File: config.mk
export PLATFORM = sky130hd
export DESIGN_NAME = mips_muldiv_unit
export DESIGN_NICKNAME = d
export VERILOG_FILES = /design/src/rtl/mips_muldiv_unit.sv
export SDC_FILE = /design/constraint.sdc
export NUM_CORES = 1
export LEC_CHECK = 0
export CAP_MARGIN = 20
export CORE_ASPECT_RATIO = 1.4
export CORE_UTILIZATION = 50
export DETAILED_ROUTE_END_ITERATION = 8
export GPL_ROUTABILITY_DRIVEN = 0
export PLACE_DENSITY = 0.82
export REMOVE_ABC_BUFFERS = 1
export SLEW_MARGIN = 40
export SYNTH_ARGS = -nofsm -noshare
export SYNTH_HDL_FRONTEND = slang
export SYNTH_SLANG_ARGS = --single-unit
File: constraint.sdc
create_clock -name clk -period 11.7 [get_ports clk]
set_input_delay 2.925 -clock clk [delete_from_list [all_inputs] [get_ports clk]]
set_output_delay 2.925 -clock clk [all_outputs]
set_load 0.02 [all_outputs]
File: src/rtl/mips_muldiv_unit.sv
// Iterative MIPS multiply/divide unit owning the HI/LO pair.
// Shift-add multiply and restoring divide on operand magnitudes; signs are applied in a final fix-up cycle.
module mips_muldiv_unit #(
    parameter int WIDTH = 32
) (
    input  logic             clk,
    input  logic             reset,
    input  logic             start,
    input  logic [2:0]       op,
    input  logic [WIDTH-1:0] a,
    input  logic [WIDTH-1:0] b,
    output logic             busy,
    output logic             done,
    output logic             div_by_zero,
    output logic [WIDTH-1:0] hi,
    output logic [WIDTH-1:0] lo
);

    localparam int CNT_W = $clog2(WIDTH + 1);

    typedef enum logic [1:0] {
        S_IDLE,
        S_RUN,
        S_FIX
    } state_t;

    state_t             r_state;
    logic [CNT_W-1:0]   r_cnt;
    logic               r_isDiv;
    logic               r_negRes;
    logic               r_negRem;
    logic               r_bZero;
    logic [WIDTH-1:0]   r_upper;
    logic [WIDTH-1:0]   r_lower;
    logic [WIDTH-1:0]   r_opB;
    logic               r_busy;
    logic               r_done;
    logic               r_dz;
    logic [WIDTH-1:0]   r_hi;
    logic [WIDTH-1:0]   r_lo;

    logic [WIDTH-1:0]   w_magA;
    logic [WIDTH-1:0]   w_magB;
    logic [WIDTH:0]     w_mulSum;
    logic [WIDTH:0]     w_divShift;
    logic [WIDTH:0]     w_divTrial;
    logic               w_divOk;
    logic [2*WIDTH-1:0] w_prod;
    logic [2*WIDTH-1:0] w_prodSigned;
    logic [WIDTH-1:0]   w_quo;
    logic [WIDTH-1:0]   w_rem;

    always_comb begin
        w_magA = (op[0] && a[WIDTH-1]) ? -a : a;
        w_magB = (op[0] && b[WIDTH-1]) ? -b : b;
    end

    // upper/lower hold {partial product, multiplier} or {remainder, dividend/quotient}
    always_comb begin
        w_mulSum   = {1'b0, r_upper} + (r_lower[0] ? {1'b0, r_opB} : {(WIDTH+1){1'b0}});
        w_divShift = {r_upper, r_lower[WIDTH-1]};
        w_divTrial = w_divShift - {1'b0, r_opB};
        w_divOk    = ~w_divTrial[WIDTH];
    end

    always_comb begin
        w_prod       = {r_upper, r_lower};
        w_prodSigned = r_negRes ? -w_prod : w_prod;
        w_quo        = r_bZero ? {WIDTH{1'b1}} : (r_negRes ? -r_lower : r_lower);
        w_rem        = r_negRem ? -r_upper : r_upper;
    end

    always_ff @(posedge clk or posedge reset) begin
        if (reset) begin
            r_state  <= S_IDLE;
            r_cnt    <= '0;
            r_isDiv  <= 1'b0;
            r_negRes <= 1'b0;
            r_negRem <= 1'b0;
            r_bZero  <= 1'b0;
            r_upper  <= '0;
            r_lower  <= '0;
            r_opB    <= '0;
            r_busy   <= 1'b0;
            r_done   <= 1'b0;
            r_dz     <= 1'b0;
            r_hi     <= '0;
            r_lo     <= '0;
        end else begin
            r_done <= 1'b0;
            r_dz   <= 1'b0;
            case (r_state)
                S_IDLE: begin
                    if (start && !op[2]) begin
                        r_upper  <= '0;
                        r_lower  <= w_magA;
                        r_opB    <= w_magB;
                        r_isDiv  <= op[1];
                        r_negRes <= op[0] & (a[WIDTH-1] ^ b[WIDTH-1]);
                        r_negRem <= op[0] & a[WIDTH-1];
                        r_bZero  <= (b == '0);
                        r_cnt    <= CNT_W'(WIDTH);
                        r_busy   <= 1'b1;
                        r_state  <= S_RUN;
                    end else if (start && !op[1]) begin
                        if (op[0]) begin
                            r_lo <= a;
                        end else begin
                            r_hi <= a;
                        end
                    end
                end
                S_RUN: begin
                    if (r_isDiv) begin
                        r_upper <= w_divOk ? w_divTrial[WIDTH-1:0] : w_divShift[WIDTH-1:0];
                        r_lower <= {r_lower[WIDTH-2:0], w_divOk};
                    end else begin
                        r_upper <= w_mulSum[WIDTH:1];
                        r_lower <= {w_mulSum[0], r_lower[WIDTH-1:1]};
                    end
                    r_cnt <= r_cnt - 1'b1;
                    if (r_cnt == CNT_W'(1)) begin
                        r_state <= S_FIX;
                    end
                end
                S_FIX: begin
                    if (r_isDiv) begin
                        r_hi <= w_rem;
                        r_lo <= w_quo;
                    end else begin
                        r_hi <= w_prodSigned[2*WIDTH-1:WIDTH];
                        r_lo <= w_prodSigned[WIDTH-1:0];
                    end
                    r_done  <= 1'b1;
                    r_dz    <= r_isDiv & r_bZero;
                    r_busy  <= 1'b0;
                    r_state <= S_IDLE;
                end
                default: begin
                    r_state <= S_IDLE;
                    r_busy  <= 1'b0;
                end
            endcase
        end
    end

    assign busy        = r_busy;
    assign done        = r_done;
    assign div_by_zero = r_dz;
    assign hi          = r_hi;
    assign lo          = r_lo;

endmodule
=== Word-level counts from Yosys, hierarchy flattened ===
Cells that the tools add are included.

* Logic and storage cells: 86
* Output and inout bits: 67
* Input port bits: 70
* Bits in registers: 175

* $add $sub $neg: 8
* Muxes and demuxes: 33
* Reduce and logical (&&, ||, !) cells: 16
* Bitwise logic cells: 6
* Eq/ne operators: 9

{| class="wikitable"
|+ Operators with widths
! operator !! count
|-
| $mux 32 || 19
|-
| $pmux 32 s2 || 4
|-
| $neg 32->32 || 4
|-
| $mux 64 || 1
|-
| $neg 64->64 || 1
|-
| $add 32x32->33 || 1
|-
| $sub 33x32->33 || 1
|-
| $logic_not 32->1 || 1
|-
| $ne 2x2->1 const B || 6
|-
| $pmux 6 s2 || 1
|-
| $reduce_and 2->1 || 4
|-
| $reduce_and 4->1 || 2
|-
| $eq 6x1->1 const B || 1
|-
| $mux 6 || 1
|-
| $sub 6x1->6 const B || 1
|-
| $logic_and 1x1->1 || 4
|-
| $mux 2 || 2
|-
| $pmux 2 s2 || 1
|-
| $reduce_bool 2->1 || 2
|-
| $and 1x1->1 || 3
|-
| $mux 1 || 3
|-
| $eq 2x1->1 const B || 1
|-
| $eq 2x2->1 const B || 1
|-
| $logic_not 1->1 || 2
|-
| other kinds (4) || 5
|}

=== Logic depth before layout (Yosys ltp) ===
* Depth in word-level cells: 5
* Gate-level depth with buffers: 14
* Mapped depth without buffers: 13

=== Least setup slack after synthesis ===
Ideal clock, no wire load.

* Kind: input to register
* From: in a[12]
* To: reg r_lower[25]
* Arrival: 4.991 ns
* Setup time: 0.136 ns
* Buffers on the path: 0
* Required time: 11.564 ns
* Cell stages on the path: 9
* Setup slack: 6.573 ns
* Cell sequence: or4_1 or4_1 nor3b_2 nand2_1 nor4_2 a21oi_1 xor2_1 nor2_1 o22ai_1

* Word-level cells in the longest chain between the ends: 4

{| class="wikitable"
|+ Ends and longest elaborated chain
! what !! RTL line !! text
|-
| start: declaration || 10 || <nowiki>input logic [WIDTH-1:0] a,</nowiki>
|-
| $neg 32->32 || 54 || <nowiki>w_magA = (op[0] && a[WIDTH-1]) ? -a : a;</nowiki>
|-
| $mux 32 || 54 ||
|-
| $mux 32 || 94 || <nowiki>if (start && !op[2]) begin</nowiki>
|-
| $pmux 32 s2 || 92 || <nowiki>case (r_state)</nowiki>
|-
| end signal: assignment || 96 || <nowiki>r_lower <= w_magA;</nowiki>
|-
| end signal: assignment || 116 || <nowiki>r_lower <= {r_lower[WIDTH-2:0], w_divOk};</nowiki>
|-
| end signal: assignment || 119 || <nowiki>r_lower <= {w_mulSum[0], r_lower[WIDTH-1:1]};</nowiki>
|-
| end: declaration || 34 || <nowiki>logic [WIDTH-1:0] r_lower;</nowiki>
|}

Every way passes these cells. The select of a mux whose other input is x is not followed.
A chain may end at the register's enable or synchronous reset.

=== Worst setup path in the final report ===
* From: in a[10]
* To: reg r_lower[25]

Same word-level chain as after synthesis.

==> impl_metrics.env <==
export IMPL_status="complete, no violations"
export IMPL_cp_common_cell="or4_1"
export IMPL_cp_end_kind="flop"
export IMPL_yosysSeqAreaShare_pct=31.00
export IMPL_antennaDiodeCount=0
export IMPL_drt_pass1_iter_count=6
export IMPL_max_stage_delay_ps=640
export IMPL_cts_resized_gates=0
export IMPL_p_per_area_nw_per_um2=325.9
export IMPL_clock_latency_ps=450
export IMPL_ys_ff_latch=175
export IMPL_worst_ep_arrival_time_ps=5990
export IMPL_grt_use_met1_pct=32.82
export IMPL_cts_path_max_buffers=2
export IMPL_finalCritPeriodShare_pct=48.66
export IMPL_synth_mux_area_share_pct=4.057
export IMPL_syn_to_final_growth_pct=15.84
export IMPL_final_core_utilization_pct=59.17
export IMPL_cp_data_required_time_ps=11990
export IMPL_antenna_found_initial=0
export IMPL_path_delay_family="simple AND/OR/NAND/NOR gates"
export IMPL_synth_edff_count=0
export IMPL_p_switching_uw=2622
export IMPL_synth_simple_area_share_pct=19.30
export IMPL_path_buf_inv=1
export IMPL_syn_instance_count=1772
export IMPL_dp_hpwl_um=30100
export IMPL_rsz0062_at_grt="false"
export IMPL_postPlaceCellArea_um2=15720
export IMPL_synth_top_flop_cell="dfrtp_1"
export IMPL_fp_row_count=72
export IMPL_setup_viol=0
export IMPL_fin_nets=1979
export IMPL_route_antenna_remaining_nets=0
export IMPL_final_hold_viol_count=0
export IMPL_grt_pass1_wl_um=66480
export IMPL_clkSinkCount=175
export IMPL_p_int_uw=2710
export IMPL_layout_drive_gt1_share_pct=4.649
export IMPL_path_clk_slew_ps=60
export IMPL_drc=0
export IMPL_grt_max_degree=104
export IMPL_pwr_share_comb_pct=64.3
export IMPL_ys_types=78
export IMPL_yosysWarningCount=0
export IMPL_power_leakage_uw=0.006855
export IMPL_cp_start_kind="input port"
export IMPL_cts_buffers=17
export IMPL_netSwitchingFraction_pct=49.17
export IMPL_cts_tree="built"
export IMPL_worstMarginPinSlew_ps=915.7
export IMPL_hold_path_class="reg2reg"
export IMPL_report_final_slew_viol_count=0
export IMPL_wirelength_um=40950
export IMPL_h_tree_depth=4
export IMPL_track_usage_pct=28.88
export IMPL_cts_root_buffer="clkbuf_16"
export IMPL_crit_fanout=6
export IMPL_cts_setup_buffers=0
export IMPL_dieArea_um2=28940
export IMPL_final_area_um2=16360
export IMPL_synth_fa_ha_area_share_pct=6.484
export IMPL_tns_ps=0
export IMPL_power_total_uw=5332
export IMPL_grt_pass1_vias=13653
export IMPL_maxCapViolCount=0
export IMPL_gr_total_overflow=0
export IMPL_setup_worst_path_class="in2reg"
export IMPL_slew_headroom_pct=38.81
export IMPL_use_met3_pct=4.127
export IMPL_crit_slowest_cell="or4_1"
export IMPL_clock_fmax_mhz=175.6
export IMPL_core_um2=27660
export IMPL_fill_cells=2385
export IMPL_met2_usage_pct=49.84
export IMPL_routedWlPerCell_um=18.45
export IMPL_io_pins=137
export IMPL_synth_compound_area_share_pct=24.26
export IMPL_ys_async_sr_fraction_pct=100.0
export IMPL_die_w_um=144.1
export IMPL_start_util_pct=51.08
export IMPL_synthXorXnorAreaFrac_pct=10.09
export IMPL_postCtsHoldBufs=0
export IMPL_drtIter0Drc=1058
export IMPL_fin_skew_ps=10.97
export IMPL_p_clk_share_pct=11.6
export IMPL_peakVddDrop_uv=152.9
export IMPL_grt_busiest_layer="met2"
export IMPL_vias_per_cell=6.255
export IMPL_fin_hold_ws_ps=475.5
export IMPL_layout_min_cycle_time_ps=5693
export IMPL_crit_chain="clkdlybuf4s50_1 > or4_1 > or4_1 > nor3b_2 > nand2_1 > nor4_2 > a21oi_1 > xor2_1 > nor2_1 > o22ai_1"
export IMPL_avgSynthCellArea_um2=7.972
export IMPL_port_buffers=136
export IMPL_synth_top_family_by_area="compound AO/OA/AOI/OAI gates"
export IMPL_vias=13885
export IMPL_die_h_um=200.9
export IMPL_seq_power_share_pct=24.2
export IMPL_synthesis_area_um2=14130
[logic make-up after synthesis]
logic type / count (synthesis)
fa+ha+maj: 72
flops: 175
compound gates: 566
xor+xnor: 161
simple gates: 562
buf+inv: 179
mux: 57
[registers in the layout (all words and copies together) (netlist names), 2 cells and up]
register and count:
hi 32, lo 32, r_cnt 6, r_lower 32, r_opB 32, r_state 2, r_upper 32
[final timing paths]
path	slack, ps	end	cells after the start	startpoint
min	480	lo[26]$_DFFE_PP0P_	2	lo[26]$_DFFE_PP0P_
min reg2reg	480	lo[26]$_DFFE_PP0P_	2	lo[26]$_DFFE_PP0P_
max reg2reg	7360	r_upper[31]$_DFFE_PP0P_	13	r_lower[31]$_DFFE_PP0P_
max in group asynchronous	7530	r_negRes$_DFFE_PP0P_	3	reset
min in group asynchronous	3020	hi[5]$_DFFE_PP0P_	2	reset
max	6010	r_lower[25]$_DFFE_PP0P_	10	a[10]
[stage by stage]
stage | setup slack (ps) | cells
3_5_place_dp | 5626 | 2188
6_report | 6007 | 2220
3_3_place_gp | 5717 | 2187
2_1_floorplan | 2176 | 1667
4_1_cts | 6065 | 2220
5_1_grt | 5868 | 2220
[power groups by stage]
stage                     combinational, µW  clock (µW)  sequential (µW)
after floorplan                        2310           0             1330
after global placement                 3240           0             1270
after detailed placement               3350           0             1280
after CTS                              3380         619             1270
after global routing                   3750         643             1330
final                                  3430         617             1290
[tightest hold or removal path, delay by kind of cell, from the launching register on]
family             cells  cell delay, ps
and+or+nand+nor        1              50
AOI/OAI and AO/OA      1              60
DFF                    1             330
[Yosys cell counts (3+ instances only)]
master     number  area share [%]
a2111oi_0       3            0.19
a211oi_1        9            0.48
a21o_1         21             1.1
a21oi_1       119             4.2
a221o_1         4            0.28
a22oi_1        18            0.96
a311oi_1        4            0.25
a31oi_1        28             1.2
and2_1          8            0.35
and3_1         14            0.62
and4b_1         3            0.21
buf_1           8            0.21
buf_2           3            0.11
clkbuf_1       93             2.5
dfrtp_1       175              31
ha_1           70             6.2
inv_1          72             1.9
mux2i_1        55             3.9
nand2_1       193             5.1
nand2b_1       24             1.1
nand3_1        49             1.7
nand3b_1        3            0.16
nand4_1        15            0.66
nor2_1        128             3.4
nor2b_1         9            0.40
nor3_1         36             1.3
nor3b_1         5            0.27
nor4_1         15            0.66
nor4_2          3            0.27
o211ai_1       25             1.3
o21a_1          4            0.21
o21ai_0       214             7.6
o21ai_1         4            0.14
o21bai_1        5            0.27
o221ai_1        3            0.19
o22ai_1        37             1.6
o311ai_0        5            0.31
o31a_1          3            0.19
o31ai_1        22             1.2
o41ai_1        15            0.93
or2_2           5            0.22
or3_1          26             1.2
or4_1          14            0.74
xnor2_1        95             5.9
xor2_1         64             4.0
[metal layers]
metal	part of all wire, %	wire [µm]
met5	0	0
met4	5.6	2284
met2	50	20370
met1	38	15620
met3	6.5	2672
[cell type report]
class | instances | area, µm² | share of cell area [%]
multi-input combinational | 1418 | 9114 | 55.70
sequential | 175 | 4382 | 26.78
timing repair buffer | 151 | 1490 | 9.107
tap | 370 | 462.9 | 2.829
clock buffer | 18 | 439.2 | 2.684
inverter | 74 | 285.3 | 1.743
clock inverter | 14 | 190.2 | 1.162
[layout by cell type, fill, tap and decap left out, types with 5 or more instances in the layout]
cell type | synthesis | final
ha_1 | 70 | 70
nor3b_1 | 5 | 5
and2_1 | 8 | 8
nor2_1 | 128 | 126
clkinvlp_4 | 0 | 5
and3_1 | 14 | 14
xor2_1 | 64 | 64
or3_1 | 26 | 26
a211oi_1 | 9 | 9
xnor2_1 | 95 | 95
a22oi_1 | 18 | 18
nand3_1 | 49 | 49
o22ai_1 | 37 | 37
nor4_1 | 15 | 13
o211ai_1 | 25 | 25
o21bai_1 | 5 | 5
o31ai_1 | 22 | 22
o21ai_0 | 214 | 214
or4_1 | 14 | 14
nor3_1 | 36 | 36
or2_2 | 5 | 5
clkbuf_16 | 0 | 17
o41ai_1 | 15 | 15
buf_4 | 1 | 13
nor2b_1 | 9 | 8
nor4_2 | 3 | 5
a21oi_1 | 119 | 119
inv_1 | 72 | 70
nand2b_1 | 24 | 23
nand4_1 | 15 | 15
nand2_1 | 193 | 192
mux2i_1 | 55 | 55
o311ai_0 | 5 | 5
dfrtp_1 | 175 | 173
a31oi_1 | 28 | 28
clkdlybuf4s50_1 | 0 | 136
a21o_1 | 21 | 21
No activity file was read; power rests on OpenSTA's default activity.
